===== config.mk =====
export PLATFORM = sky130hd
export DESIGN_NAME = song_sequencer_flat
export DESIGN_NICKNAME = d
export VERILOG_FILES = /design/src/rtl/piano_pkg.sv /design/src/rtl/song_sequencer_if.sv /design/src/rtl/song_sequencer_note_timer.sv /design/src/rtl/song_sequencer.sv /design/src/flat_wrapper.sv
export SDC_FILE = /design/constraint.sdc
export NUM_CORES = 1
export LEC_CHECK = 0
export CAP_MARGIN = 10
export CELL_PAD_IN_SITES_DETAIL_PLACEMENT = 1
export CELL_PAD_IN_SITES_GLOBAL_PLACEMENT = 2
export CORE_ASPECT_RATIO = 1.4
export CORE_MARGIN = 2
export CORE_UTILIZATION = 35
export DETAILED_ROUTE_END_ITERATION = 8
export MAX_ROUTING_LAYER = met4
export PLACE_DENSITY_LB_ADDON = 0.1
export SYNTH_ARGS = -nofsm -noshare
export SYNTH_HDL_FRONTEND = slang
export SYNTH_HIERARCHICAL = 1
export SYNTH_SLANG_ARGS = --single-unit

===== constraint.sdc =====
create_clock -name clk -period 8.2 [get_ports clk]
set_clock_uncertainty 0.2 [all_clocks]
set_input_delay 1.64 -clock clk [delete_from_list [all_inputs] [get_ports clk]]
set_output_delay 1.64 -clock clk [all_outputs]
set_load 0.05 [all_outputs]

===== src/rtl/piano_pkg.sv =====
// Shared definitions for the autoplay song sequencer.
// Contents: FSM state encoding, bit positions of the fields in a ROM song
// entry, the entry width, and the tempo_sel codes.
// No ports; import with "import piano_pkg::*;".
package piano_pkg;

    // Song entry layout: [9]=end marker, [8]=rest, [7:4]=note, [3:0]=dur
    localparam int ENTRY_W  = 10;
    localparam int END_BIT  = 9;
    localparam int REST_BIT = 8;
    localparam int NOTE_MSB = 7;
    localparam int NOTE_LSB = 4;
    localparam int DUR_MSB  = 3;
    localparam int DUR_LSB  = 0;

    // tempo_sel codes; code 3 falls back to normal tempo
    localparam logic [1:0] TEMPO_NORMAL = 2'd0;
    localparam logic [1:0] TEMPO_FAST   = 2'd1;
    localparam logic [1:0] TEMPO_SLOW   = 2'd2;

    typedef enum logic [2:0] {
        ST_IDLE,
        ST_FETCH,
        ST_DECODE,
        ST_NOTE,
        ST_GAP,
        ST_DONE
    } state_t;

endpackage


===== src/rtl/song_sequencer_if.sv =====
// ROM read bus between the song sequencer and the external synchronous
// note ROM.
//   rom_addr : ADDR_W  read address, driven by the sequencer (master)
//   rom_data : ENTRY_W entry, driven by the ROM (slave) one cycle after rom_addr
interface song_sequencer_if #(
    parameter int ADDR_W = 8
);
    import piano_pkg::*;

    logic [ADDR_W-1:0]  rom_addr;
    logic [ENTRY_W-1:0] rom_data;

    modport master (output rom_addr, input rom_data);
    modport slave  (input rom_addr, output rom_data);

endinterface


===== src/rtl/song_sequencer_note_timer.sv =====
// note_timer: loadable down-counter shared by the NOTE and GAP intervals.
//   clk, rst_n : clock, asynchronous active-low reset
//   load       : load value into the counter (wins over counting)
//   value      : interval length in cycles; the interval lasts exactly
//                this many enabled cycles
//   enable     : count this cycle (low while paused)
//   expire     : single-cycle flag during the last enabled cycle
module note_timer #(
    parameter int W = 8
) (
    input  logic         clk,
    input  logic         rst_n,
    input  logic         load,
    input  logic [W-1:0] value,
    input  logic         enable,
    output logic         expire
);

    logic [W-1:0] count;

    always_ff @(posedge clk or negedge rst_n) begin
        if (!rst_n) begin
            count <= '0;
        end else if (load) begin
            count <= value;
        end else if (enable && count != '0) begin
            count <= count - W'(1);
        end
    end

    // Expiring on count==1 lets the owner reload in the same edge,
    // so back-to-back intervals have no dead cycle between them.
    assign expire = enable && (count == W'(1));

endmodule


===== src/rtl/song_sequencer.sv =====
// song_sequencer: autoplay melody engine. Walks a song stored in an external
// synchronous ROM, plays each note for (dur+1) beats minus a short silent
// articulation gap, and drives the LED/tone stage.
// Ports:
//   clk, rst_n     : clock, asynchronous active-low reset
//   start          : pulse, begin playback at address 0 (ignored while busy)
//   stop           : pulse, abort playback (beats start and pause)
//   pause          : level, freeze playback while high
//   tempo_sel[1:0] : 0/3 normal, 1 fast (half beat), 2 slow (double beat)
//   rom            : ROM read bus (master modport)
//   current_track  : note index being played
//   playing        : high while a non-rest note sounds
//   busy           : high in every state except IDLE
//   song_done      : one-cycle pulse at the natural end of the song
// Build option: define SONG_SEQUENCER_LOOP_EN to restart from address 0 at
// the end of the song instead of returning to IDLE.
module song_sequencer
    import piano_pkg::*;
#(
    parameter int BEAT_CYCLES = 25_000_000,
    parameter int GAP_CYCLES  = 1_000_000,
    parameter int ADDR_W      = 8
) (
    input  logic             clk,
    input  logic             rst_n,
    input  logic             start,
    input  logic             stop,
    input  logic             pause,
    input  logic [1:0]       tempo_sel,
    song_sequencer_if.master rom,
    output logic [3:0]       current_track,
    output logic             playing,
    output logic             busy,
    output logic             song_done
);

    // Wide enough for 16 beats at the slow (doubled) tempo
    localparam int CNT_W = $clog2(32 * BEAT_CYCLES + 1);

    state_t            state, state_next;
    logic [ADDR_W-1:0] rom_addr_q, addr_next;
    logic [3:0]        track_next;
    logic              rest_q, rest_next;
    logic              playing_next, busy_next, done_next;
    logic              tmr_load, tmr_expire;
    logic [CNT_W-1:0]  tmr_value;
    logic [CNT_W-1:0]  beat_len, note_len;

    assign rom.rom_addr = rom_addr_q;

    // tempo_sel only matters when a note is decoded
    always_comb begin
        case (tempo_sel)
            TEMPO_FAST: beat_len = CNT_W'(BEAT_CYCLES / 2);
            TEMPO_SLOW: beat_len = CNT_W'(BEAT_CYCLES * 2);
            default:    beat_len = CNT_W'(BEAT_CYCLES);
        endcase
        note_len = (CNT_W'(rom.rom_data[DUR_MSB:DUR_LSB]) + CNT_W'(1)) * beat_len
                   - CNT_W'(GAP_CYCLES);
    end

    note_timer #(.W(CNT_W)) u_timer (
        .clk    (clk),
        .rst_n  (rst_n),
        .load   (tmr_load),
        .value  (tmr_value),
        .enable (!pause),
        .expire (tmr_expire)
    );

    always_ff @(posedge clk or negedge rst_n) begin
        if (!rst_n) begin
            state         <= ST_IDLE;
            rom_addr_q    <= '0;
            current_track <= '0;
            rest_q        <= 1'b0;
            playing       <= 1'b0;
            busy          <= 1'b0;
            song_done     <= 1'b0;
        end else begin
            state         <= state_next;
            rom_addr_q    <= addr_next;
            current_track <= track_next;
            rest_q        <= rest_next;
            playing       <= playing_next;
            busy          <= busy_next;
            song_done     <= done_next;
        end
    end

    // Next-state and next-output logic. Outputs are computed for the state
    // being entered so that the registered outputs line up with the state.
    // The timer only advances while pause is low, so a paused NOTE or GAP
    // resumes with exactly the cycles it had left.
    always_comb begin
        state_next   = state;
        addr_next    = rom_addr_q;
        track_next   = current_track;
        rest_next    = rest_q;
        playing_next = 1'b0;
        done_next    = 1'b0;
        tmr_load     = 1'b0;
        tmr_value    = '0;

        if (stop && state != ST_IDLE) begin
            state_next = ST_IDLE;
            tmr_load   = 1'b1;
        end else begin
            case (state)
                ST_IDLE: begin
                    if (start) begin
                        state_next = ST_FETCH;
                        addr_next  = '0;
                    end
                end
                ST_FETCH: begin
                    if (!pause) state_next = ST_DECODE;
                end
                ST_DECODE: begin
                    if (!pause) begin
                        if (rom.rom_data[END_BIT]) begin
                            done_next = 1'b1;
`ifdef SONG_SEQUENCER_LOOP_EN
                            addr_next  = '0;
                            state_next = ST_FETCH;
`else
                            state_next = ST_DONE;
`endif
                        end else begin
                            track_next   = rom.rom_data[NOTE_MSB:NOTE_LSB];
                            rest_next    = rom.rom_data[REST_BIT];
                            playing_next = !rom.rom_data[REST_BIT];
                            tmr_load     = 1'b1;
                            tmr_value    = note_len;
                            state_next   = ST_NOTE;
                        end
                    end
                end
                ST_NOTE: begin
                    if (tmr_expire) begin
                        state_next = ST_GAP;
                        tmr_load   = 1'b1;
                        tmr_value  = CNT_W'(GAP_CYCLES);
                    end else if (!pause) begin
                        playing_next = !rest_q;
                    end
                end
                ST_GAP: begin
                    if (tmr_expire) begin
                        // Last ROM address acts as an implicit end marker
                        if (&rom_addr_q) begin
                            done_next = 1'b1;
`ifdef SONG_SEQUENCER_LOOP_EN
                            addr_next  = '0;
                            state_next = ST_FETCH;
`else
                            state_next = ST_DONE;
`endif
                        end else begin
                            addr_next  = rom_addr_q + ADDR_W'(1);
                            state_next = ST_FETCH;
                        end
                    end
                end
                ST_DONE: begin
                    state_next = ST_IDLE;
                end
                default: begin
                    state_next = ST_IDLE;
                end
            endcase
        end

        busy_next = (state_next != ST_IDLE);
    end

endmodule


===== src/flat_wrapper.sv =====
// flat-port wrapper written by rule: the top's interface ports become plain ports
module song_sequencer_flat import piano_pkg::*;
#(
    parameter int BEAT_CYCLES = 25_000_000,
    parameter int GAP_CYCLES  = 1_000_000,
    parameter int ADDR_W      = 8
)
  (clk, rst_n, start, stop, pause, tempo_sel, current_track, playing, busy, song_done, rom_rom_addr, rom_rom_data);
  song_sequencer_if #(.ADDR_W(ADDR_W)) rom_i ();
  input  logic clk;
  input  logic rst_n;
  input  logic start;
  input  logic stop;
  input  logic pause;
  input  logic [1:0] tempo_sel;
  output logic [3:0] current_track;
  output logic playing;
  output logic busy;
  output logic song_done;
  output wire logic [$bits(rom_i.rom_addr)-1:0] rom_rom_addr;
  input wire logic [$bits(rom_i.rom_data)-1:0] rom_rom_data;
  assign rom_rom_addr = rom_i.rom_addr;
  assign rom_i.rom_data = rom_rom_data;
  song_sequencer #(.BEAT_CYCLES(BEAT_CYCLES), .GAP_CYCLES(GAP_CYCLES), .ADDR_W(ADDR_W)) u_core (.clk(clk), .rst_n(rst_n), .start(start), .stop(stop), .pause(pause), .tempo_sel(tempo_sel), .rom(rom_i), .current_track(current_track), .playing(playing), .busy(busy), .song_done(song_done));
endmodule

# Yosys cells after proc, flatten, opt, wreduce, memory -nomap -nowiden
# Index checks and enable logic that the tools add are counted.
[totals]
reg_bits = 49
out_inout_bits = 15
[classes]
n_addsub = 4
multipliers = 1
n_eq_ne = 10
muxes = 38
bitwise = 3
reduce_logical = 15
[op_table]
columns = ["operator", "count"]
rows = [
  ["2-to-1 mux 30 bit", 5],
  ["case mux 30 bit (2 select lines)", 1],
  ["case mux 26 bit (2 select lines)", 1],
  ["== test 30 x 1 -> 1 bit, second input constant", 1],
  ["multiplier 30 x 26 -> 30 bit", 1],
  ["nonzero test 30 bit", 1],
  ["subtractor 30 x 1 -> 30 bit, second input constant", 1],
  ["subtractor 30 x 20 -> 30 bit, second input constant", 1],
  ["2-to-1 mux 3 bit", 8],
  ["2-to-1 mux 8 bit", 3],
  ["2-to-1 mux 20 bit", 1],
  ["case mux 8 bit (2 select lines)", 1],
  ["case mux 3 bit (5 select lines)", 1],
  ["2-to-1 mux 1 bit", 14],
  ["adder 8 x 1 -> 8 bit, second input constant", 1],
  ["AND reduction 8 bit", 1],
  ["== test 3 x 2 -> 1 bit, second input constant", 2],
  ["case mux 1 bit (2 select lines)", 3],
  ["nonzero test 3 bit", 2],
  ["adder 4 x 1 -> 5 bit, second input constant", 1],
  ["AND reduction 5 bit", 1],
  ["inequality test 2 bit, second input constant", 2],
  ["AND reduction 4 bit", 1],
  ["nonzero test 2 bit", 2],
  ["9 further kinds", 15],
]

# Longest topological paths before layout
# Gate-level depths: netlist of the first run.
[depth]
ltp_word = 9
depth_mapped = 22
ltp_nobuf = 20

# By module
# Netlist of the first run, hierarchy kept.
[modules_own_cells]
columns = ["module", "n_inst", "cells_each", "area_each_um2", "seq_area_each_um2"]
rows = [
  ["song_sequencer", 1, 526, 4202.8, 475.5],
  ["note_timer", 1, 221, 1961.9, 750.7],
]

# Least setup slack after synthesis of the first run
# Ideal clock, no wire load.
[synth_timing]
path_type = "input-to-reg"
start = "input rom_rom_data[0]"
end = "register u_core.u_timer.count[29]"
arrival_time_ps = 6151
t_required_ps = 7917
setup_slack_ps = 1767
stages = 20
path_cell_list = "buf_2 > nand3_1 > xnor2_1 > inv_1 > nor2_1 > inv_1 > fa_1 > fa_1 > fa_1 > inv_1 > ha_1 > buf_2 > a21o_1 > a21oi_1 > o21ai_0 > a221o_1 > or4_1 > nand3_1 > nand2_1 > o21ai_0"
[synth_between]
elab_chain_len = 8
[synth_rtl]
columns = ["element", "line", "rtl"]
rows = [
  ["from (decl)", "flat_wrapper.sv:21", "input wire logic [$bits(rom_i.rom_data)-1:0] rom_rom_data;"],
  ["adder 4 x 1 -> 5 bit", "song_sequencer.sv:58", "note_len = (CNT_W'(rom.rom_data[DUR_MSB:DUR_LSB]) + CNT_W'(1)) * beat_len"],
  ["multiplier 30 x 26 -> 30 bit", "song_sequencer.sv:58", ""],
  ["subtractor 30 x 20 -> 30 bit", "song_sequencer.sv:59", "- CNT_W'(GAP_CYCLES);"],
  ["2-to-1 mux 30 bit", "song_sequencer.sv:121", "if (rom.rom_data[END_BIT]) begin"],
  ["2-to-1 mux 30 bit", "song_sequencer.sv:120", "if (!pause) begin"],
  ["case mux 30 bit (2 select lines)", "song_sequencer.sv:109", "case (state)"],
  ["2-to-1 mux 30 bit", "song_sequencer.sv:105", "if (stop && state != ST_IDLE) begin"],
  ["via u_core.tmr_value[29]", "song_sequencer.sv:46", "logic [CNT_W-1:0] tmr_value;"],
  ["2-to-1 mux 30 bit", "song_sequencer_note_timer.sv:24", "end else if (load) begin"],
  ["to (signal assigned)", "song_sequencer_note_timer.sv:25", "count <= value;"],
  ["to (signal assigned)", "song_sequencer_note_timer.sv:27", "count <= count - W'(1);"],
  ["to (decl)", "song_sequencer_note_timer.sv:19", "logic [W-1:0] count;"],
]
# The timed path passes the listed nets, and every way through them passes these cells.
# A chain may end at the register's enable or synchronous reset.

# Worst setup path after layout of the first run
# Ends and elaborated chain as after synthesis.

==> results of run 1 <==
worst min-delay path: stages (launching register included):
cell and delay, ps:
dfrtp_1 350, nand2_1 50, nand2_1 60
report_power, final:
group | internal, mW | switching (mW) | total, mW
sequential | 0.320 | 0.0917 | 0.412
clock | 0.114 | 0.0935 | 0.208
combinational | 0.585 | 0.914 | 1.50
total | 1.02 | 1.10 | 2.12
metal layers:
layer,part of all wire,global-route usage,vias up
li1,-,-,2553
met1,0.39,0.220,2570
met2,0.57,0.396,53
met3,0.011,0.0120,25
met4,0.036,0.0736,0
met5,0,-,-
logic make-up (layout without fill, tap and decap cells):
kind of cell,count (synthesis),in the layout,synth area share
AND/OR/NAND/NOR,275,275,0.228
AO/OA/AOI/OAI,138,138,0.152
buffers and inverters,132,148,0.0865
adder cells (fa/ha/maj),104,104,0.264
flip-flops,49,49,0.199
XOR/XNOR,42,42,0.0597
multiplexers,5,5,0.00873
other,2,7,0.00122
cell type report:
class	instances	area, um2	area share
clock buffers	6	129	0.0189
flip-flops and latches	49	1230	0.179
multi-input cells	571	4420	0.648
well taps	236	295	0.0432
clock inverters	2	13.8	0.00201
inverters	101	379	0.0555
repair buffers	39	365	0.0535
registers in the layout (all words and copies together), names as in the netlist:
register / count
u_core/state: 3
u_core/rest_q: 1
u_core/u_timer/count: 30
u_core/playing: 1
u_core/rom.rom_addr: 8
u_core/current_track: 4
u_core/song_done: 1
u_core/busy: 1
final timing paths:
check / from / to / slack [ps] / depth (start not counted)
worst min register to register: u_core/current_track[2] / u_core/current_track[2] / 290 / 2
worst max-delay path: rom_rom_data[0] / u_core/u_timer/count[29] / 1130 / 19
worst max register to register: u_core/u_timer/count[21] / u_core/u_timer/count[1] / 3950 / 11
max in group asynchronous: rst_n / u_core/u_timer/count[3] / 6080 / 2
min in group asynchronous: rst_n / u_core/u_timer/count[24] / 1250 / 2
worst min-delay path: u_core/current_track[2] / u_core/current_track[2] / 290 / 2
metrics by stage:
step	util	area (um2)	setup slack, ps	std cells
final	0.394	6830	1130	1004
after global routing	0.394	6830	743	1004
after CTS	0.394	6830	1140	1004
after detailed placement	0.386	6690	830	996
after global placement	0.386	6690	975	996
after floorplan	-	6180	1770	752
cell usage in the layout, fill, tap and decap left out, types with 14 or more instances in the layout:
master	synthesis	layout
nor2_1	65	65
clkdlybuf4s50_1	0	30
nand2_1	81	81
xnor2_1	20	20
nand3_1	18	18
xor2_1	22	22
fa_1	44	44
inv_1	101	101
ha_1	59	59
or4_1	14	14
or3_1	15	15
a21oi_1	26	26
o21ai_0	31	31
a31oi_1	18	18
dfrtp_1	49	49
==> reports/metrics.yaml, run 1 <==
status:
  status: "finished clean"
clock_network:
  cts_resized: 0
  htree_levels: 2
  cts-root-buf: "clkbuf_16"
  tritoncts: "yes"
  cts.clk_slew.worst_paths_ps: 70
  postCtsHoldBufs: 0
  cts_setup_buffers: 0
  clk_latency_ps: 290
  clock_sinks: 49
  cts_buffers: 5
  cts_buffer_depth: 2
global_routing:
  overflow: 0
  grt_max_degree: 50
  first_global_vias: 5625
  grt_pass1_wl_um: 29600
  antenna_found_initial: 0
  grtUsageTotal: 0.207
drt:
  routed_wirelength_um: 18200
  avgViaCountPerCell: 5.18
  vias: 5201
  first_pass_iters: 4
  first_iter_violations: 210
  remaining_drc_errors: 0
  postRouteAntennaNets: 0
  wl_per_cell_um: 18.1
sta:
  hold_viol_final: 0
  slew_viol_final: 0
  worst_pin_slew_ps: 932
  period_minus_slack_ps: 7070
  tns_ps: 0
  grt_setup_unrepaired: "no"
  setup_viol: 0
  post-route-period-util: 0.862
  hold_ws_ps: 289
  max_freq_mhz: 141
  relSlewSlack: 0.378
hold_path:
  min_path_type: "flop to flop"
floorplanning:
  die_y_um: 161
  initial_core_util: 0.356
  core_area_mm2: 0.0173
  dieArea_mm2: 0.0187
  fp-row-count: 57
  io_pins: 32
  die_x_um: 116
synth:
  seq_area_frac_synth: 0.199
  synth_edf_count: 0
  synthFlopType: "dfrtp_1"
  netlist.top_cell.by_area: "dfrtp_1"
  ys_warn_count: 6
  synth_area_leaders: "dfrtp_1 (20%), fa_1 (14%), ha_1 (12%)"
  syn_inst: 747
  synth_top_area_frac: 0.199
  synth-seq-cells: 49
  avgSynthCellArea_um2: 8.25
  synthDistinctLibCells: 67
  async_flop_share: 1.00
  netlist_area_mm2: 0.00616
  synth_most_common_cell: "inv_1"
  synth_common_cells: "inv_1 (101), nand2_1 (81), nor2_1 (65)"
power:
  total_power_mw: 2.12
  ir_drop_uv: 163
  leakage_nw: 3.18
  p_per_area_mw_per_mm2: 310
layout:
  syn_to_final_growth_pct: 10.8
  nNetsFinal: 887
  layout-drive-gt1-share: 0.0638
  diodes: 0
  fill_cells: 2113
placement:
  io_buffers: 31
  gp_congestion: 0.911
  dp_hpwl_um: 15200
worst_setup_path:
  crit_fanout: 11
  critical-path-max-stage-delay_ps: 700
  slowest_stage: "clkdlybuf4s50_1"
  cp.required_ps: 8210
  arrival_ps: 7080
  path_delay_family: "adder cells"
  path_buf_inv: 4
  worst_setup_path_end_kind: "flop"
  worst_setup_path_start_kind: "primary input"
  critical_path_class: "primary input to flop"
  path_cells: "clkdlybuf4s50_1 -> ha_1 -> and3_1 -> inv_1 -> nor2_1 -> inv_1 -> fa_1 -> fa_1 -> fa_1 -> inv_1 -> ha_1 -> a21o_1 -> a21oi_1 -> o21ai_0 -> a221o_1 -> or4_1 -> nand3_1 -> nand2_1 -> o21ai_0"
job:
  timing.max_cap.violations: 0
(Power assumes the default switching activity.)
==> run 2, diff against run 1 <==
- CORE_MARGIN: 2 -> 1.5
==> reports/metrics.yaml, run 2 (synthesis results as in run 1) <==
worst_setup_path:
  ff2ff_path_depth: 10
  critical_path_class: "primary input to flop"
  slowest_stage: "clkdlybuf4s50_1"
  arrival_ps: 7100
  critical-path-max-stage-delay_ps: 710
  worst_setup_path_end_kind: "flop"
  worstReg2RegEnd: "u_core/u_timer/count[8]"
  path_cells: "clkdlybuf4s50_1 -> ha_1 -> and3_1 -> inv_1 -> nor2_1 -> inv_1 -> fa_1 -> fa_1 -> fa_1 -> inv_1 -> ha_1 -> a21o_1 -> a21oi_1 -> o21ai_0 -> a221o_1 -> or4_1 -> nand3_1 -> nand2_1 -> o21ai_0"
  path_depth: 19
  reg2reg_from: "u_core/u_timer/count[22]"
  worst_setup_path_start_kind: "primary input"
  crit_fanout: 11
  path_delay_family: "adder cells"
  path_buf_inv: 4
  rrSetupSlack_ps: 3920
  cp.required_ps: 8210
floorplanning:
  core_area_mm2: 0.0173
  dieArea_mm2: 0.0184
  die_x_um: 115
  die_y_um: 160
  initial_core_util: 0.356
  fp-row-count: 57
  io_pins: 32
clock_network:
  cts-root-buf: "clkbuf_16"
  cts.clk_slew.worst_paths_ps: 70
  cts_resized: 0
  cts_buffers: 5
  tritoncts: "yes"
  postCtsHoldBufs: 0
  cts_setup_buffers: 0
  clock_sinks: 49
  clk_latency_ps: 300
  cts_buffer_depth: 2
  htree_levels: 2
drt:
  first_iter_violations: 177
  avgViaCountPerCell: 5.18
  wl_per_cell_um: 18.2
  vias: 5199
  remaining_drc_errors: 0
  routed_wirelength_um: 18200
  first_pass_iters: 4
  postRouteAntennaNets: 0
global_routing:
  grt_max_degree: 50
  antenna_found_initial: 0
  grt_pass1_wl_um: 29200
  overflow: 0
  first_global_vias: 5507
  grtUsageTotal: 0.209
job:
  timing.max_cap.violations: 0
sta:
  grt_setup_unrepaired: "no"
  slew_viol_final: 0
  relSlewSlack: 0.340
  tns_ps: 0
  worst_pin_slew_ps: 988
  post-route-period-util: 0.864
  max_freq_mhz: 141
  period_minus_slack_ps: 7090
  setup_viol: 0
  hold_viol_final: 0
hold_path:
  hp-start: "u_core/current_track[0]"
  min_path_type: "flop to flop"
  min_delay_worst_endpoint: "u_core/current_track[0]"
  hold_depth: 2
layout:
  regMostFlops: "u_core/u_timer/count"
  largest_reg_flops: 30
  layout_commonest_cell: "inv_1"
  final_cell_mix: "inv_1 (101), nand2_1 (81), nor2_1 (65), ha_1 (59), dfrtp_1 (49)"
  nNetsFinal: 887
  diodes: 0
  syn_to_final_growth_pct: 10.9
  layout-drive-gt1-share: 0.0651
power:
  ir_drop_uv: 135
  leakage_nw: 3.17
  p_per_area_mw_per_mm2: 311
  total_power_mw: 2.12
placement:
  dp_hpwl_um: 15200
  io_buffers: 31
  gp_congestion: 0.891
status:
  status: "finished clean"
==> run 2: worst reg2reg max path, cell delays in order, from the launching register on <==
cell and delay [ps]:
dfrtp_1 390, or4_4 600, or3_1 560, nor4_1 290, buf_4 210, nand3_1 130
nor2_1 290, or3_1 150, buf_4 330, inv_1 540, mux2_2 460
==> run 2: area by class of cell <==
cell class                 instances  area [um2]
fill                            2109       10500
multi-input combinational        571        4420
sequential                        49        1230
inverter                         101         379
timing repair buffer              39         365
tap                              236         295
clock buffer                       5         125
clock inverter                     3        21.3
==> run 2: through the flow <==
| stage | utilization | std cells | setup slack [ps] | hold slack (ps) | instance area, um2 |
|---|---|---|---|---|---|
| finish | 0.394 | 1004 | 1110 | 286 | 6840 |
| global route | 0.394 | 1004 | 783 | 317 | 6840 |
| CTS | 0.394 | 1004 | 1110 | 293 | 6840 |
| detailed placement | 0.386 | 996 | 807 | 275 | 6690 |
| global placement | 0.386 | 996 | 1010 | 261 | 6690 |
| floorplan | - | 752 | 1770 | 240 | 6180 |
==> run 2: worst max path at each step <==
stage                          startpoint                        to  slack, ps
after global placement    rom_rom_data[0]  u_core/u_timer/count[29]       1010
after CTS                 rom_rom_data[0]  u_core/u_timer/count[29]       1110
after floorplan           rom_rom_data[0]  u_core/u_timer/count[29]       1770
final                     rom_rom_data[0]  u_core/u_timer/count[29]       1110
after detailed placement  rom_rom_data[0]  u_core/u_timer/count[29]        810
after global routing      rom_rom_data[0]  u_core/u_timer/count[27]        780
==> run 2: report_power, final <==
group | leakage, nW | total [mW] | switching [mW] | internal [mW]
Combinational | 2.47 | 1.50 | 0.918 | 0.582
Clock | 0.0702 | 0.213 | 0.0991 | 0.114
Sequential | 0.636 | 0.411 | 0.0908 | 0.320
Total | 3.17 | 2.12 | 1.11 | 1.02
==> run 2: layer usage <==
layer  vias up  global-route usage  wire [um]
met1      2569               0.221       7230
met2        49               0.394      10100
met3        23              0.0133        160
met4         0              0.0864        764
met5         -                   -          0
li1       2558                   -          -
==> variant 1 (flow settings as in run 1) <==
`BEAT_CYCLES` is set to 25_000_000 in 2 places; all go to 12_500_000.
--- a/src/rtl/song_sequencer.sv
+++ b/src/rtl/song_sequencer.sv
@@ -17,7 +17,7 @@
 module song_sequencer
     import piano_pkg::*;
 #(
-    parameter int BEAT_CYCLES = 25_000_000,
+    parameter int BEAT_CYCLES = 12_500_000,
     parameter int GAP_CYCLES  = 1_000_000,
     parameter int ADDR_W      = 8
 ) (
--- a/src/flat_wrapper.sv
+++ b/src/flat_wrapper.sv
@@ -1,7 +1,7 @@
 // flat-port wrapper written by rule: the top's interface ports become plain ports
 module song_sequencer_flat import piano_pkg::*;
 #(
-    parameter int BEAT_CYCLES = 25_000_000,
+    parameter int BEAT_CYCLES = 12_500_000,
     parameter int GAP_CYCLES  = 1_000_000,
     parameter int ADDR_W      = 8
 )
Check against the original RTL: same outputs for any inputs over 4 cycles, from zero or initial values and one cycle with rst_n low; that may be too few to reach the edited logic, so the function may still have changed.
==> variant 1 against run 1 <==
- register-to-register slack gained 0.18 ns
- area after synthesis shrank 0.51%
- final area grew 0.11%
- worst setup slack lost 0.56 ns
- sequential cell count shrank 1
- total power grew 4.7%
- core utilization grew 0.21 points
- final cell count shrank 1.2%
- wire length grew 0.29%
- die area shrank 0.49%
- critical path type unchanged
- highest routed layer unchanged
==> variant 1: results (changes against run 1) <==
| Metric | Value |
|---|---|
| Repair and plain buffers | 36 (was 39) |
| Status | finished clean (unchanged) |
| Ranking of synthesized cells by area | dfrtp_1, fa_1, ha_1, inv_1, nand2_1 (unchanged) |
| Initial antenna violation count | 0 (unchanged) |
| Invs w/o clock | 105 (was 101) |
| Drt initial violations | 166 (was 210) |
| Reg-to-Reg Start | u_core/u_timer/count[9] (was u_core/u_timer/count[21]) |
| Layout clock area frac | 2.23% (was 2.09%) |
| Seq area share | 17.6% (was 17.9%) |
| Most frequent cells after synthesis | inv_1, nand2_1, ha_1 (was inv_1, nand2_1, nor2_1) |
| Multi-input gates | 560 (was 571) |
| Total track usage | 21.0% (was 20.7%) |
| Largest net degree at the start of global routing | 49 (was 50) |
| Layout Nets | 878 (was 887) |
| FILL cells | 2117 (was 2113) |
| Final GP Congestion | 0.970 (was 0.911) |
| Crit-path max cell delay | 0.73 ns (was 0.70 ns) |
| Sw frac | 51.9% (about the same) |
| Bufs on Longest Clock Path | 2 (unchanged) |
| # clk buffers | 7 (was 6) |
| Sequential share of the synthesized area | 19.6% (was 19.9%) |
| Met2 Use GR | 40.9% (was 39.6%) |
| FF-to-FF End | u_core/u_timer/count[21] (was u_core/u_timer/count[1]) |
| Post-DP HPWL | 15200 um (about the same) |
| Slew HR | 42.0% (was 37.8%) |
| Critical Path AT | 7.64 ns (was 7.08 ns) |
| Met3 usage | 1.09% (was 1.20%) |
| #FFs+latches synth | 48 (was 49) |
| P_leak | 3.23 nW (was 3.18 nW) |
| Footprint of the multi-input gates | 0.00445 mm2 (was 0.00442 mm2) |
| Max reg flops | 29 (was 30) |
| Non-Clock Buffer Area Fraction | 5.01% (was 5.35%) |
## variant 1: cell types whose count changed after synthesis, moves of 6 or more
cell / before / now
nand4_1: 4 / 16
o31ai_1: 12 / 4
nor3_1: 12 / 18
o21ai_0: 31 / 40
a31oi_1: 18 / 5
or4_1: 14 / 5
a211oi_1: 4 / 13
o21a_1: 0 / 7
or3_1: 15 / 9
nor2_1: 65 / 34
nand3_1: 18 / 12
## variant 1: cells by family (layout without fill, tap and decap cells)
family,Yosys count,count (layout),share of synthesized area [%]
compound gates,142,142,14.9
xor+xnor,45,45,6.43
fa+ha+maj,106,106,26.6
buf+inv,128,148,8.04
flops,48,48,19.6
mux,14,14,2.43
other cells,2,5,0.122
simple gates,248,248,21.9
## variant 1: power groups by stage
stage	Clock, W	Combinational (W)	Sequential [W]
finish	0.000220	0.00159	0.000403
global route	0.000235	0.00180	0.000416
CTS	0.000226	0.00161	0.000403
detailed placement	0	0.00160	0.000406
global placement	0	0.00159	0.000401
floorplan	0	0.00117	0.000419
## variant 1: per-stage QoR
stage | std cells | hold WS (ns) | cell area (um2) | setup WS (ns) | utilization, %
2_1_floorplan | 736 | 0.247 | 6140 | 1.79 | -
3_3_place_gp | 985 | 0.261 | 6690 | 0.398 | 38.7
3_5_place_dp | 985 | 0.271 | 6690 | 0.334 | 38.7
4_1_cts | 992 | 0.288 | 6840 | 0.606 | 39.6
5_1_grt | 992 | 0.306 | 6840 | 0.287 | 39.6
6_report | 992 | 0.281 | 6840 | 0.572 | 39.6
## variant 1: routing by layer
layer	share of wire [%]	wire length, um
met1	37	6810
met2	57	10400
met3	1.3	230
met4	4.2	773
met5	0	0
## variant 1: worst min-delay path: stages (launching register included)
cell and delay (ns):
dfrtp_1 0.34, nand2_1 0.05, nand2_1 0.06
==> variant 2 (settings of run 1) <==
Made on the original files. Re-encode `state_t` (6 states) as one-hot, 6 bits wide.
--- a/src/rtl/piano_pkg.sv
+++ b/src/rtl/piano_pkg.sv
@@ -18,13 +18,13 @@
     localparam logic [1:0] TEMPO_FAST   = 2'd1;
     localparam logic [1:0] TEMPO_SLOW   = 2'd2;
 
-    typedef enum logic [2:0] {
-        ST_IDLE,
-        ST_FETCH,
-        ST_DECODE,
-        ST_NOTE,
-        ST_GAP,
-        ST_DONE
+    typedef enum logic [5:0] {
+        ST_IDLE   = 6'b000001,
+        ST_FETCH  = 6'b000010,
+        ST_DECODE = 6'b000100,
+        ST_NOTE   = 6'b001000,
+        ST_GAP    = 6'b010000,
+        ST_DONE   = 6'b100000
     } state_t;
 
 endpackage
Behaviour: no difference found for any inputs over 10 cycles, from zero or initial values and one cycle with rst_n low; not proved beyond that.
==> variant 2 against run 1 <==
- combinational power decreased by 3%
- total power is 0.88% lower
- final cell count shrank 1.3%
- critical path depth fell by 1
- final area grew 0.64%
- wire length is essentially flat
- sequential share of layout area increased by 1.0 points
- area after synthesis up 0.28%
- sequential cell count rose by 3
- sequential power up 5%
- worst setup slack gained 0.16 ns
- global-route usage is 0.38 points higher
- largest cell class unchanged
==> variant 2: results (changes against run 1) <==
| Metric | Value |
|---|---|
| Status | finished clean (unchanged) |
| Primary FF master, synth | dfrtp_1 (unchanged) |
| WHS Path Cells | 1 (was 2) |
| Slew HR | 34.4% (was 37.8%) |
| Top reg by flops | u_core/u_timer/count (unchanged) |
| Clock-pin slew on the worst setup and hold paths | 0.08 ns |
| Most frequent cells after synthesis | inv_1, nor2_1, ha_1, nand2_1, dfrtp_1 (was inv_1, nand2_1, nor2_1) |
| Initial antenna violation count | 0 (unchanged) |
| Placed Cells | 983 (was 996) |
| Detailed-router iteration count before antenna repair | 5 (was 4) |
| Layout Nets | 874 (was 887) |
| Final GP Congestion | 0.882 (was 0.911) |
| Asr flop ratio synth | 100% (unchanged) |
| Vias in the first global route | 5704 (was 5625) |
| Hold path startpoint | u_core/current_track[2] (unchanged) |
| Crit path capture | u_core/u_timer/count[28] (was u_core/u_timer/count[29]) |
| Peak VDD IR | 0.000123 V (was 0.000163 V) |
| P_leak | 3.18 nW (about the same) |
| FF-to-FF End | u_core/u_timer/count[8] (was u_core/u_timer/count[1]) |
| Vias per inst | 5.21 (was 5.18) |
| Worst hold slack | 0.298 ns (was 0.289 ns) |
| #FFs+latches synth | 52 (was 49) |
| Post-Synthesis Cells | 729 (was 747) |
| Vias after detailed routing | 5167 (was 5201) |
| Total track usage | 21.1% (was 20.7%) |
| FILL cells | 2096 (was 2113) |
| FF-to-FF path depth | 8 (was 11) |
| R2R Setup Slk | 4.35 ns (was 3.95 ns) |
| Ranking of synthesized cells by area | dfrtp_1, fa_1, ha_1, inv_1, nor2_1 (was dfrtp_1, fa_1, ha_1, inv_1, nand2_1) |
| Post-DP HPWL | 15100 um (was 15200 um) |
| Critical Path AT | 6.84 ns (was 7.08 ns) |
| Crit-path max FO | 12 (was 11) |
| Drt initial violations | 180 (was 210) |
| Wire per inst | 18.3 um (was 18.1 um) |
| First-pass GRT wire length | 30200 um (was 29600 um) |
| Share of cells above drive strength 1 | 6.23% (was 6.38%) |
| Worst-Skew Late Latency | 0.30 ns |
| Setup WS post-layout | 1.28 ns (was 1.13 ns) |
| Netlist cell types | 77 (was 67) |
| Crit-path max cell delay | 0.63 ns (was 0.70 ns) |
| CTS Buf Count | 5 (unchanged) |
| Setup WS pre-CTS | 0.947 ns (was 0.830 ns) |
| Sequential share of the synthesized area | 21.1% (was 19.9%) |
-- variant 2: per-layer routing --
metal / share of wire [%] / GRT usage, %
met1: 40 / 23.0
met2: 55 / 39.1
met3: 1.2 / 1.16
met5: 0 / -
met4: 3.8 / 8.55
-- variant 2: cell families (layout without fill, tap and decap cells) --
family	Yosys count	after routing	share of synthesized area (%)
fa+ha+maj	103	103	26.2
other cells	2	7	0.121
simple gates	262	262	22.6
compound gates	129	129	14.1
buf+inv	130	151	8.38
flops	52	52	21.1
mux	11	11	1.92
xor+xnor	40	40	5.67
-- variant 2: worst reg2reg max path, stage by stage (launching register included) --
cell and delay, ns:
dfrtp_1 0.41, or4_4 0.59, or3_1 0.56, nor4_1 0.28
buf_4 0.21, nand4b_1 0.34, nand3_1 0.26, inv_1 0.45
mux2_2 0.44
-- variant 2: layout make-up --
cell class              count  area, um2  share of cell area, %
inverters                 105        394                   5.73
well taps                 236        295                   4.29
multi-input cells         552       4380                   63.7
repair buffers             38        358                   5.20
flip-flops and latches     52       1300                   18.9
clock inverters             3       21.3                  0.309
clock buffers               5        125                   1.82
-- variant 2: through the flow --
step	utilization, %	instance area, um2
final	39.7	6880
after global routing	39.7	6880
after CTS	39.7	6880
after detailed placement	38.8	6730
after global placement	38.8	6730
after floorplan	-	6200
-- variant 2: where the power goes --
group	total, W	leakage [nW]	switching [W]	internal, W
Clock	0.000222	0.0702	0.000108	0.000114
Sequential	0.000431	0.681	0.0000930	0.000338
Combinational	0.00145	2.43	0.000876	0.000571
